==> config.mk <==
export PLATFORM = sky130hd
export DESIGN_NAME = regfile_sb_flat
export DESIGN_NICKNAME = d
export VERILOG_FILES = /design/src/rtl/regfile_pkg.sv /design/src/rtl/regfile_sb_if.sv /design/src/rtl/regfile_scoreboard.sv /design/src/rtl/regfile_sb.sv /design/src/flat_wrapper.sv
export SDC_FILE = /design/constraint.sdc
export NUM_CORES = 2
export LEC_CHECK = 0
export BUFFER_PORTS_ARGS = -buffer_cell sky130_fd_sc_hd__buf_2
export CAP_MARGIN = 30
export CORE_MARGIN = 8
export CORE_UTILIZATION = 40
export DETAILED_ROUTE_END_ITERATION = 10
export PLACE_DENSITY_LB_ADDON = 0.3
export SYNTH_ARGS = -nofsm -noshare
export SYNTH_HDL_FRONTEND = slang
export SYNTH_SLANG_ARGS = --single-unit
==> constraint.sdc <==
create_clock -name clk -period 3.8 [get_ports clk]
set_clock_uncertainty 0.05 [all_clocks]
set_input_delay 0.76 -clock clk [delete_from_list [all_inputs] [get_ports clk]]
set_output_delay 0.76 -clock clk [all_outputs]
set_load 0.005 [all_outputs]
==> src/rtl/regfile_pkg.sv <==
// Shared defaults and types for the register file with pending-write scoreboard.
package regfile_pkg;

  localparam int unsigned DATA_W_DEF = 32;
  localparam int unsigned ADDR_W_DEF = 5;
  localparam int unsigned CNT_W_DEF  = 2;
  localparam int unsigned NREAD_DEF  = 2;

  typedef logic [ADDR_W_DEF-1:0] reg_addr_t;
  typedef logic [CNT_W_DEF-1:0]  cnt_t;

endpackage

==> src/rtl/regfile_sb_if.sv <==
// Datapath-facing bus of the register file: read ports, writeback, issue allocation and flush.
interface regfile_sb_if #(
  parameter int unsigned DATA_W = regfile_pkg::DATA_W_DEF,
  parameter int unsigned ADDR_W = regfile_pkg::ADDR_W_DEF,
  parameter int unsigned NREAD  = regfile_pkg::NREAD_DEF
);

  logic [NREAD*ADDR_W-1:0] rd_addr;
  logic [NREAD*DATA_W-1:0] rd_data;
  logic [NREAD-1:0]        rd_busy;
  logic                    wr_en;
  logic [ADDR_W-1:0]       wr_addr;
  logic [DATA_W-1:0]       wr_data;
  logic [31:0]             wr_pc;
  logic                    alloc_valid;
  logic [ADDR_W-1:0]       alloc_addr;
  logic                    alloc_ready;
  logic                    flush;

  modport master (
    output rd_addr, wr_en, wr_addr, wr_data, wr_pc, alloc_valid, alloc_addr, flush,
    input  rd_data, rd_busy, alloc_ready
  );

  modport slave (
    input  rd_addr, wr_en, wr_addr, wr_data, wr_pc, alloc_valid, alloc_addr, flush,
    output rd_data, rd_busy, alloc_ready
  );

endinterface

==> src/rtl/regfile_scoreboard.sv <==
// Per-register pending-write counters, allocation acceptance and operand busy flags.
module regfile_scoreboard
  import regfile_pkg::*;
#(
  parameter int unsigned ADDR_W = ADDR_W_DEF,
  parameter int unsigned NREAD  = NREAD_DEF,
  parameter int unsigned CNT_W  = CNT_W_DEF
) (
  input  logic                    clk,
  input  logic                    reset,
  input  logic [NREAD*ADDR_W-1:0] i_rd_addr,
  input  logic                    i_wr_en,
  input  logic [ADDR_W-1:0]       i_wr_addr,
  input  logic                    i_alloc_valid,
  input  logic [ADDR_W-1:0]       i_alloc_addr,
  input  logic                    i_flush,
  output logic [NREAD-1:0]        o_rd_busy,
  output logic                    o_alloc_ready
);

  localparam int unsigned     DEPTH   = 2**ADDR_W;
  localparam logic [CNT_W-1:0] CNT_MAX = '1;

  logic [CNT_W-1:0]  r_cnt [DEPTH];
  logic              w_alloc_go;
  logic [ADDR_W-1:0] w_a;

  // A saturated counter can still accept when the same register retires this cycle.
  always_comb begin
    o_alloc_ready = (i_alloc_addr == '0) || (r_cnt[i_alloc_addr] != CNT_MAX) ||
                    (i_wr_en && (i_wr_addr == i_alloc_addr));
    w_alloc_go    = i_alloc_valid && o_alloc_ready && (i_alloc_addr != '0);
  end

  always_ff @(posedge clk) begin
    if (reset || i_flush) begin
      for (int unsigned r = 0; r < DEPTH; r++) r_cnt[r] <= '0;
    end else begin
      for (int unsigned r = 1; r < DEPTH; r++) begin
        if (w_alloc_go && (i_alloc_addr == ADDR_W'(r)) &&
            !(i_wr_en && (i_wr_addr == ADDR_W'(r))))
          r_cnt[r] <= r_cnt[r] + CNT_W'(1);
        else if (i_wr_en && (i_wr_addr == ADDR_W'(r)) && (r_cnt[r] != '0) &&
                 !(w_alloc_go && (i_alloc_addr == ADDR_W'(r))))
          r_cnt[r] <= r_cnt[r] - CNT_W'(1);
      end
    end
  end

  // The last outstanding write landing this cycle is covered by the bypass.
  always_comb begin
    o_rd_busy = '0;
    w_a       = '0;
    for (int unsigned i = 0; i < NREAD; i++) begin
      w_a          = i_rd_addr[i*ADDR_W +: ADDR_W];
      o_rd_busy[i] = (w_a != '0) && (r_cnt[w_a] != '0) &&
                     !((r_cnt[w_a] == CNT_W'(1)) && i_wr_en && (i_wr_addr == w_a));
    end
  end

endmodule

==> src/rtl/regfile_sb.sv <==
// Multi-read-port register file with write-through bypass and pending-write scoreboard.
// Define REGFILE_TRACE_EN to print a trace line for every effective write.
module regfile_sb
  import regfile_pkg::*;
#(
  parameter int unsigned DATA_W = DATA_W_DEF,
  parameter int unsigned ADDR_W = ADDR_W_DEF,
  parameter int unsigned NREAD  = NREAD_DEF,
  parameter int unsigned CNT_W  = CNT_W_DEF
) (
  input  logic         clk,
  input  logic         reset,
  regfile_sb_if.slave  bus
);

  localparam int unsigned DEPTH = 2**ADDR_W;

  logic [DATA_W-1:0]       r_mem [DEPTH];
  logic [NREAD*DATA_W-1:0] w_rd_data;
  logic [NREAD-1:0]        w_rd_busy;
  logic                    w_alloc_ready;
  logic [ADDR_W-1:0]       w_a;

  always_ff @(posedge clk) begin
    if (reset) begin
      for (int unsigned r = 0; r < DEPTH; r++) r_mem[r] <= '0;
    end else if (bus.wr_en && (bus.wr_addr != '0)) begin
      r_mem[bus.wr_addr] <= bus.wr_data;
    end
  end

`ifdef REGFILE_TRACE_EN
  always_ff @(posedge clk) begin
    if (!reset && bus.wr_en && (bus.wr_addr != '0))
      $display("@%h: $%d <= %h", bus.wr_pc, bus.wr_addr, bus.wr_data);
  end
`else
  logic w_unused_pc;
  assign w_unused_pc = ^bus.wr_pc;
`endif

  // Register 0 reads as zero; a same-cycle writeback is forwarded.
  always_comb begin
    w_rd_data = '0;
    w_a       = '0;
    for (int unsigned i = 0; i < NREAD; i++) begin
      w_a = bus.rd_addr[i*ADDR_W +: ADDR_W];
      if (w_a == '0)
        w_rd_data[i*DATA_W +: DATA_W] = '0;
      else if (bus.wr_en && (bus.wr_addr == w_a))
        w_rd_data[i*DATA_W +: DATA_W] = bus.wr_data;
      else
        w_rd_data[i*DATA_W +: DATA_W] = r_mem[w_a];
    end
  end

  regfile_scoreboard #(
    .ADDR_W (ADDR_W),
    .NREAD  (NREAD),
    .CNT_W  (CNT_W)
  ) u_scoreboard (
    .clk           (clk),
    .reset         (reset),
    .i_rd_addr     (bus.rd_addr),
    .i_wr_en       (bus.wr_en),
    .i_wr_addr     (bus.wr_addr),
    .i_alloc_valid (bus.alloc_valid),
    .i_alloc_addr  (bus.alloc_addr),
    .i_flush       (bus.flush),
    .o_rd_busy     (w_rd_busy),
    .o_alloc_ready (w_alloc_ready)
  );

  assign bus.rd_data     = w_rd_data;
  assign bus.rd_busy     = w_rd_busy;
  assign bus.alloc_ready = w_alloc_ready;

endmodule

==> src/flat_wrapper.sv <==
// flat-port wrapper written by rule: the top's interface ports become plain ports
module regfile_sb_flat import regfile_pkg::*;
#(
  parameter int unsigned DATA_W = DATA_W_DEF,
  parameter int unsigned ADDR_W = ADDR_W_DEF,
  parameter int unsigned NREAD  = NREAD_DEF,
  parameter int unsigned CNT_W  = CNT_W_DEF
)
  (clk, reset, bus_rd_addr, bus_wr_en, bus_wr_addr, bus_wr_data, bus_wr_pc, bus_alloc_valid, bus_alloc_addr, bus_flush, bus_rd_data, bus_rd_busy, bus_alloc_ready);
  regfile_sb_if #(.DATA_W(DATA_W), .ADDR_W(ADDR_W), .NREAD(NREAD)) bus_i ();
  input  logic clk;
  input  logic reset;
  input wire logic [$bits(bus_i.rd_addr)-1:0] bus_rd_addr;
  input wire logic [$bits(bus_i.wr_en)-1:0] bus_wr_en;
  input wire logic [$bits(bus_i.wr_addr)-1:0] bus_wr_addr;
  input wire logic [$bits(bus_i.wr_data)-1:0] bus_wr_data;
  input wire logic [$bits(bus_i.wr_pc)-1:0] bus_wr_pc;
  input wire logic [$bits(bus_i.alloc_valid)-1:0] bus_alloc_valid;
  input wire logic [$bits(bus_i.alloc_addr)-1:0] bus_alloc_addr;
  input wire logic [$bits(bus_i.flush)-1:0] bus_flush;
  output wire logic [$bits(bus_i.rd_data)-1:0] bus_rd_data;
  output wire logic [$bits(bus_i.rd_busy)-1:0] bus_rd_busy;
  output wire logic [$bits(bus_i.alloc_ready)-1:0] bus_alloc_ready;
  assign bus_i.rd_addr = bus_rd_addr;
  assign bus_i.wr_en = bus_wr_en;
  assign bus_i.wr_addr = bus_wr_addr;
  assign bus_i.wr_data = bus_wr_data;
  assign bus_i.wr_pc = bus_wr_pc;
  assign bus_i.alloc_valid = bus_alloc_valid;
  assign bus_i.alloc_addr = bus_alloc_addr;
  assign bus_i.flush = bus_flush;
  assign bus_rd_data = bus_i.rd_data;
  assign bus_rd_busy = bus_i.rd_busy;
  assign bus_alloc_ready = bus_i.alloc_ready;
  regfile_sb #(.DATA_W(DATA_W), .ADDR_W(ADDR_W), .NREAD(NREAD), .CNT_W(CNT_W)) u_core (.clk(clk), .reset(reset), .bus(bus_i));
endmodule
=== Yosys cells after proc, flatten, opt, wreduce, memory -nomap -nowiden ===
Memory sizes are Yosys's and may differ from the RTL's.
Cells that the tools add are included.

* ROM bits: 0
* Latch bits: 0
* Input port bits: 89
* Bits in writable memories: 1088
* Logic and storage cells: 764
* Output and inout port bits: 67
* Register bits after elaboration: 0
* Memories kept: 2

{| class="wikitable"
|+ Memories
! name !! depth !! width !! rd ports !! clocked after Yosys merged registers in !! wr ports !! RTL line !! RTL
|-
| u_core.r_mem || 32 || 32 || 2 || 0 || 32 || regfile_sb.sv:18 || <nowiki>logic [DATA_W-1:0] r_mem [DEPTH];</nowiki>
|-
| u_core.u_scoreboard.r_cnt || 32 || 2 || 34 || 0 || 32 || regfile_scoreboard.sv:24 || <nowiki>logic [CNT_W-1:0] r_cnt [DEPTH];</nowiki>
|}

* Eq/ne operators: 68
* Add/sub/neg operators: 62
* Muxes and demuxes: 293
* Multiply operators: 0
* Bitwise operators: 62
* Reduce and logical (&&, ||, !) cells: 277
* Order comparisons: 0
* Divide/modulo/power cells: 0
* Shifts and indexed selects: 0

{| class="wikitable"
|+ Operators with widths
! cell !! number
|-
| 1-bit 2-to-1 mux || 225
|-
| 1-bit logical AND || 169
|-
| 5-bit equality test (second input constant) || 32
|-
| 32-bit 2-to-1 mux || 5
|-
| 2-bit 2-to-1 mux || 62
|-
| 5-bit by 4-bit equality test with 1-bit output (second input constant) || 16
|-
| 2-bit nonzero test || 33
|-
| 1-bit zero test || 64
|-
| 2-bit by 1-bit adder with 2-bit output (second input constant) || 31
|-
| 1-bit bitwise OR || 62
|-
| 2-bit by 1-bit subtractor with 2-bit output (second input constant) || 31
|-
| 5-bit by 3-bit equality test with 1-bit output (second input constant) || 8
|-
| 32-bit OR reduction || 1
|-
| 5-bit by 2-bit equality test with 1-bit output (second input constant) || 4
|-
| 5-bit nonzero test || 4
|-
| 5-bit equality test || 3
|-
| 5-bit zero test || 3
|-
| 5-bit by 1-bit equality test with 1-bit output (second input constant) || 2
|-
| 5-bit 2-to-1 mux || 1
|-
| 2-bit by 1-bit equality test with 1-bit output (second input constant) || 2
|-
| 1-bit logical OR || 3
|-
| 2-bit inequality test (second input constant) || 1
|}

=== Depth between registers and ports, before layout ===
An unclocked memory read counts as a cell.

* Word-level depth: 14
* Depth in mapped cells: 11
* Depth with buffers taken out: 7

=== By module ===
Synthesis repeated with hierarchy kept, for this count alone.

* Cell total of the unflattened synthesis: 4386
* Area total of the unflattened synthesis: 60912.2 um^2

{| class="wikitable"
|+ By module, submodules not included
! module !! cells an instance !! area an instance (um^2) !! times used !! sequential area each (um^2)
|-
| regfile_sb || 3741 || 54726.2 || 1 || 30749.5
|-
| regfile_scoreboard || 645 || 6185.9 || 1 || 1861.8
|}

=== Least setup slack after synthesis ===
No wires, ideal clock.

* Path type: input-to-output
* Start: input bus_rd_addr[5]
* End: output bus_rd_data[34]
* Cell stages on the path: 7
* Path buffers: 3
* Slack: 0.092 ns
* Arrival time: 2.898 ns
* Data required time: 2.990 ns
* Cells stage by stage: clkbuf_1 -> buf_2 -> buf_1 -> mux4_2 -> mux4_2 -> mux2i_1 -> a21oi_1

* Longest elaborated chain between the ends: 4
* Elaborated cells between the ends (all ways): 6
* Classes of those cells: eq/ne: 1; mux: 2; reduce/logical: 2; memory: 1

{| class="wikitable"
|+ RTL lines
! element !! RTL line !! RTL
|-
| from (decl) || flat_wrapper.sv:13 || <nowiki>input wire logic [$bits(bus_i.rd_addr)-1:0] bus_rd_addr;</nowiki>
|-
| parallel branches: the longest is 3 deep, another holds memory read 32 x 32 bit || n/a ||
|-
| 32-bit 2-to-1 mux * || regfile_sb.sv:48 || <nowiki>if (w_a == '0)</nowiki>
|-
| to (decl) || flat_wrapper.sv:21 || <nowiki>output wire logic [$bits(bus_i.rd_data)-1:0] bus_rd_data;</nowiki>
|}

Mark *: on every way between the ends.

=== Worst setup path after layout ===
* Start: input bus_rd_addr[0]
* End: output bus_rd_data[30]

Same word-level chain as after synthesis.

==> results.tsv <==
stage	metric	value	unit
status	outcome	finished, violations left	
status	violations	negative setup slack	
yosys	ys_top_cells_by_area	edfxtp_1 (53%), mux4_2 (21%), and2_1 (8.9%)	
yosys	yosysSeqAreaShare	0.5328	
layout	syn_to_final_growth	18.07	%
timing	finalCriticalPeriod	3846	ps
critical_path	regToRegStartpoint	u_core.u_scoreboard.r_cnt[26][1]	
detailed_routing	vias	43210	
pwr	p_sw	7.889	mW
min_path	min_path_type	primary input to register	
clocking	clock_latency	780	ps
timing	finalMaxSlewViolations	0	
clocking	h-tree-depth	3	
critical_path	cp_num_buf_inv	3	
yosys	synthCells	4286	
clocking	cts_max_path_buffers	3	
floorplan	rows	143	
yosys	synth_area	61210	um2
critical_path	critPathRequiredTime	2990	ps
detailed_routing	drtIter0Drc	7191	
global_routing	grtUsageTotal	0.2609	
yosys	synthArstFlopShare	0	
yosys	yosysTopAreaCell	edfxtp_1	
pwr	clockPowerShare	0.384	
clocking	clockRootBuffer	clkbuf_16	
critical_path	startpoint	bus_rd_addr[0]	
global_routing	grt_start_max_net_pins	133	
global_routing	grt_pass1_vias	41550	
timing	setup_viol	2	
critical_path	cp.arrival	3040	ps
yosys	yosysMostFrequentCell	edfxtp_1	
placed_design	pre_cts_ws	-467.7	ps
timing	fmax	0.2600	GHz
critical_path	max_stage_delay	710	ps
critical_path	rr_worst_depth	7	
timing	layout_worst_path_cycle_share	1.012	
timing	hold_violations	0	
min_path	hold_end	u_core.r_mem[0][12]	
yosys	ys_types	65	
clocking	cts_tree	built	
placed_design	place_congestion	0.9354	
pwr	power.density	421.1	nW/um2
min_path	holdPathStages	1	
critical_path	timing.rr.end	u_core.u_scoreboard.r_cnt[19][0]	
critical_path	start_kind	primary input	
yosys	synth_top_flop_cell	edfxtp_1	
detailed_routing	drc_errors	0	
floorplan	start_util	0.4030	
floorplan	die_x	407.2	um
detailed_routing	ant_nets	0	
yosys	yosys_warnings	0	
floorplan	coreArea	151900	um2
layout	drive_above_1_share	0.3170	
critical_path	slowest_stage	a211oi_1	
yosys	ys_top_cells_by_count	edfxtp_1 (1086), and2_1 (870), mux4_2 (562)	
timing	rsz0062_at_grt	yes	
clocking	holdBufCountCts	0	
detailed_routing	wirelength	226.5	mm
detailed_routing	viasPerCell	6.477	
yosys	synth_edf_count	1086	
critical_path	rrSetupSlack	710	ps
critical_path	crit_top_cell	mux4_2	
timing	worst_pin_slew	971.6	ps
detailed_routing	detailedRoute.firstPassIterationCount	7	
global_routing	grt_pass1_wl	314.4	mm
floorplan	die-area	165800	um2
yosys	syn_avg_cell_area	14.28	um2
pwr	ir_drop	0.4028	mV
yosys	synth_top_area_frac	0.5328	
critical_path	cp_top_family	multiplexers	
layout	nNetsFinal	4624	
placed_design	io_buffers	123	
pwr	power	30.43	mW
clocking	clk_pin_slew_worst_paths	60	ps
timing	relSlewSlack	0.3523	
floorplan	ios	156	
clocking	cts_sinks	1086	
global_routing	antenna_found_initial	30	
job	max_cap_viol_count	0	
clocking	cts_made_buffers	117	
min_path	min_from	reset	
pwr	power.internal	22.54	mW
critical_path	end_kind	output port	
yosys	synth_seq_cells	1086	
pwr	seqPwrFrac	0.468	
timing	fin_ws	-46.05	ps
placed_design	hpwlAfterDp	137.8	mm
critical_path	cp_cell_sequence	buf_16 > buf_12 > mux4_2 > mux2i_1 > mux4_2 > a211oi_1 > buf_2	
detailed_routing	wire_per_inst	33.95	um
pwr	combinationalPowerShare	0.148	
floorplan	die_y	407.2	um
global_routing	overflow	0	
pwr	power_leakage	25.53	nW
critical_path	crit_fanout	23	
pwr	swShare	0.2592	
critical_path	criticalPathCategory	primary input to output port	
[layout by cell type (no fill, tap or decap), types with 102 or more instances in the layout]
| cell | n |
|---|---|
| mux2i_1 | 181 |
| buf_2 | 112 |
| nor2_1 | 144 |
| and2_1 | 870 |
| edfxtp_1 | 1086 |
| mux4_2 | 562 |
| buf_4 | 319 |
| buf_12 | 102 |
| and3_1 | 131 |
| clkbuf_16 | 123 |
[final cells by class]
class	count	area, um2
flip-flops and latches	1086	32610
diodes	10	25.02
clock inverters	79	822.0
multi-input cells	2748	27390
fillers	13030	79630
repair buffers	569	5811
clock buffers	137	3024
inverters	12	45.04
well taps	2030	2540
[kinds of logic after synthesis]
| group | after synthesis | synth area share |
|---|---|---|
| and+or+nand+nor | 1491 | 0.1408 |
| muxes | 780 | 0.2431 |
| AOI/OAI and AO/OA | 420 | 0.04804 |
| DFF | 1086 | 0.5328 |
| adders and majority gates | 1 | 0.0002044 |
| other | 1 | 0.00006126 |
| xor gates and xnor gates | 24 | 0.003434 |
| buffers and inverters | 483 | 0.03164 |
[through the flow]
stage	util	setup TNS [ps]	std cells	instance area, um2	hold WS [ps]
5_1_grt	0.4756	-123.4	6662	72250	419.4
2_1_floorplan	-	0	4317	61330	535.4
4_1_cts	0.4706	-97.03	6621	71480	367.7
3_5_place_dp	0.4429	-8960	6393	67270	589.0
6_report	0.4758	-50.35	6671	72270	432.3
3_3_place_gp	0.4429	-9250	6393	67270	564.0
[registers in the layout (all words and copies together), names as in the netlist]
register,cells
u_core.r_mem,1024
u_core.u_scoreboard.r_cnt,62
[what timing repair did]
action | in CTS | in global routing
setup buffers | 8 | 36
gates resized for setup | 38 | 61
setup endpoints to repair | 44 | 43
gates cloned | 4 | 5
pin swaps | 0 | 12
[worst register-to-register path, cell delays in order, from the launching register on]
cell and delay (ps):
edfxtp_1 480, mux4_2 500, o211ai_1 260, o32ai_4 190
buf_4 230, a2111oi_2 740, a21oi_1 170, o31ai_1 140
[layer usage]
metal / up-vias / global-route usage / share of wire / routed length (um)
met5: - / 0 / 0.00012 / 28
met4: 4 / 0.1119 / 0.047 / 10580
met3: 622 / 0.05927 / 0.13 / 28420
met2: 3211 / 0.4016 / 0.45 / 102400
met1: 22200 / 0.3566 / 0.38 / 85040
li1: 17180 / - / - / -
[power by group through the flow]
stage                     combinational, mW  sequential, mW  clock (mW)
after floorplan                        2.47            14.3           0
after global placement                 4.22            14.4           0
final                                  4.50            14.3        11.7
after global routing                   4.65            14.3        12.2
after CTS                              4.33            14.2        11.8
after detailed placement               4.24            14.5           0
[worst max path at each step]
stage / to / slack (ps) / cells after the start
2_1_floorplan: bus_rd_data[34] / 90 / 7
3_3_place_gp: bus_rd_data[58] / -460 / 9
3_5_place_dp: bus_rd_data[58] / -470 / 9
4_1_cts: bus_rd_data[38] / -60 / 10
5_1_grt: bus_rd_data[7] / -40 / 8
6_report: bus_rd_data[30] / -50 / 7
(Power assumes the default switching activity.)
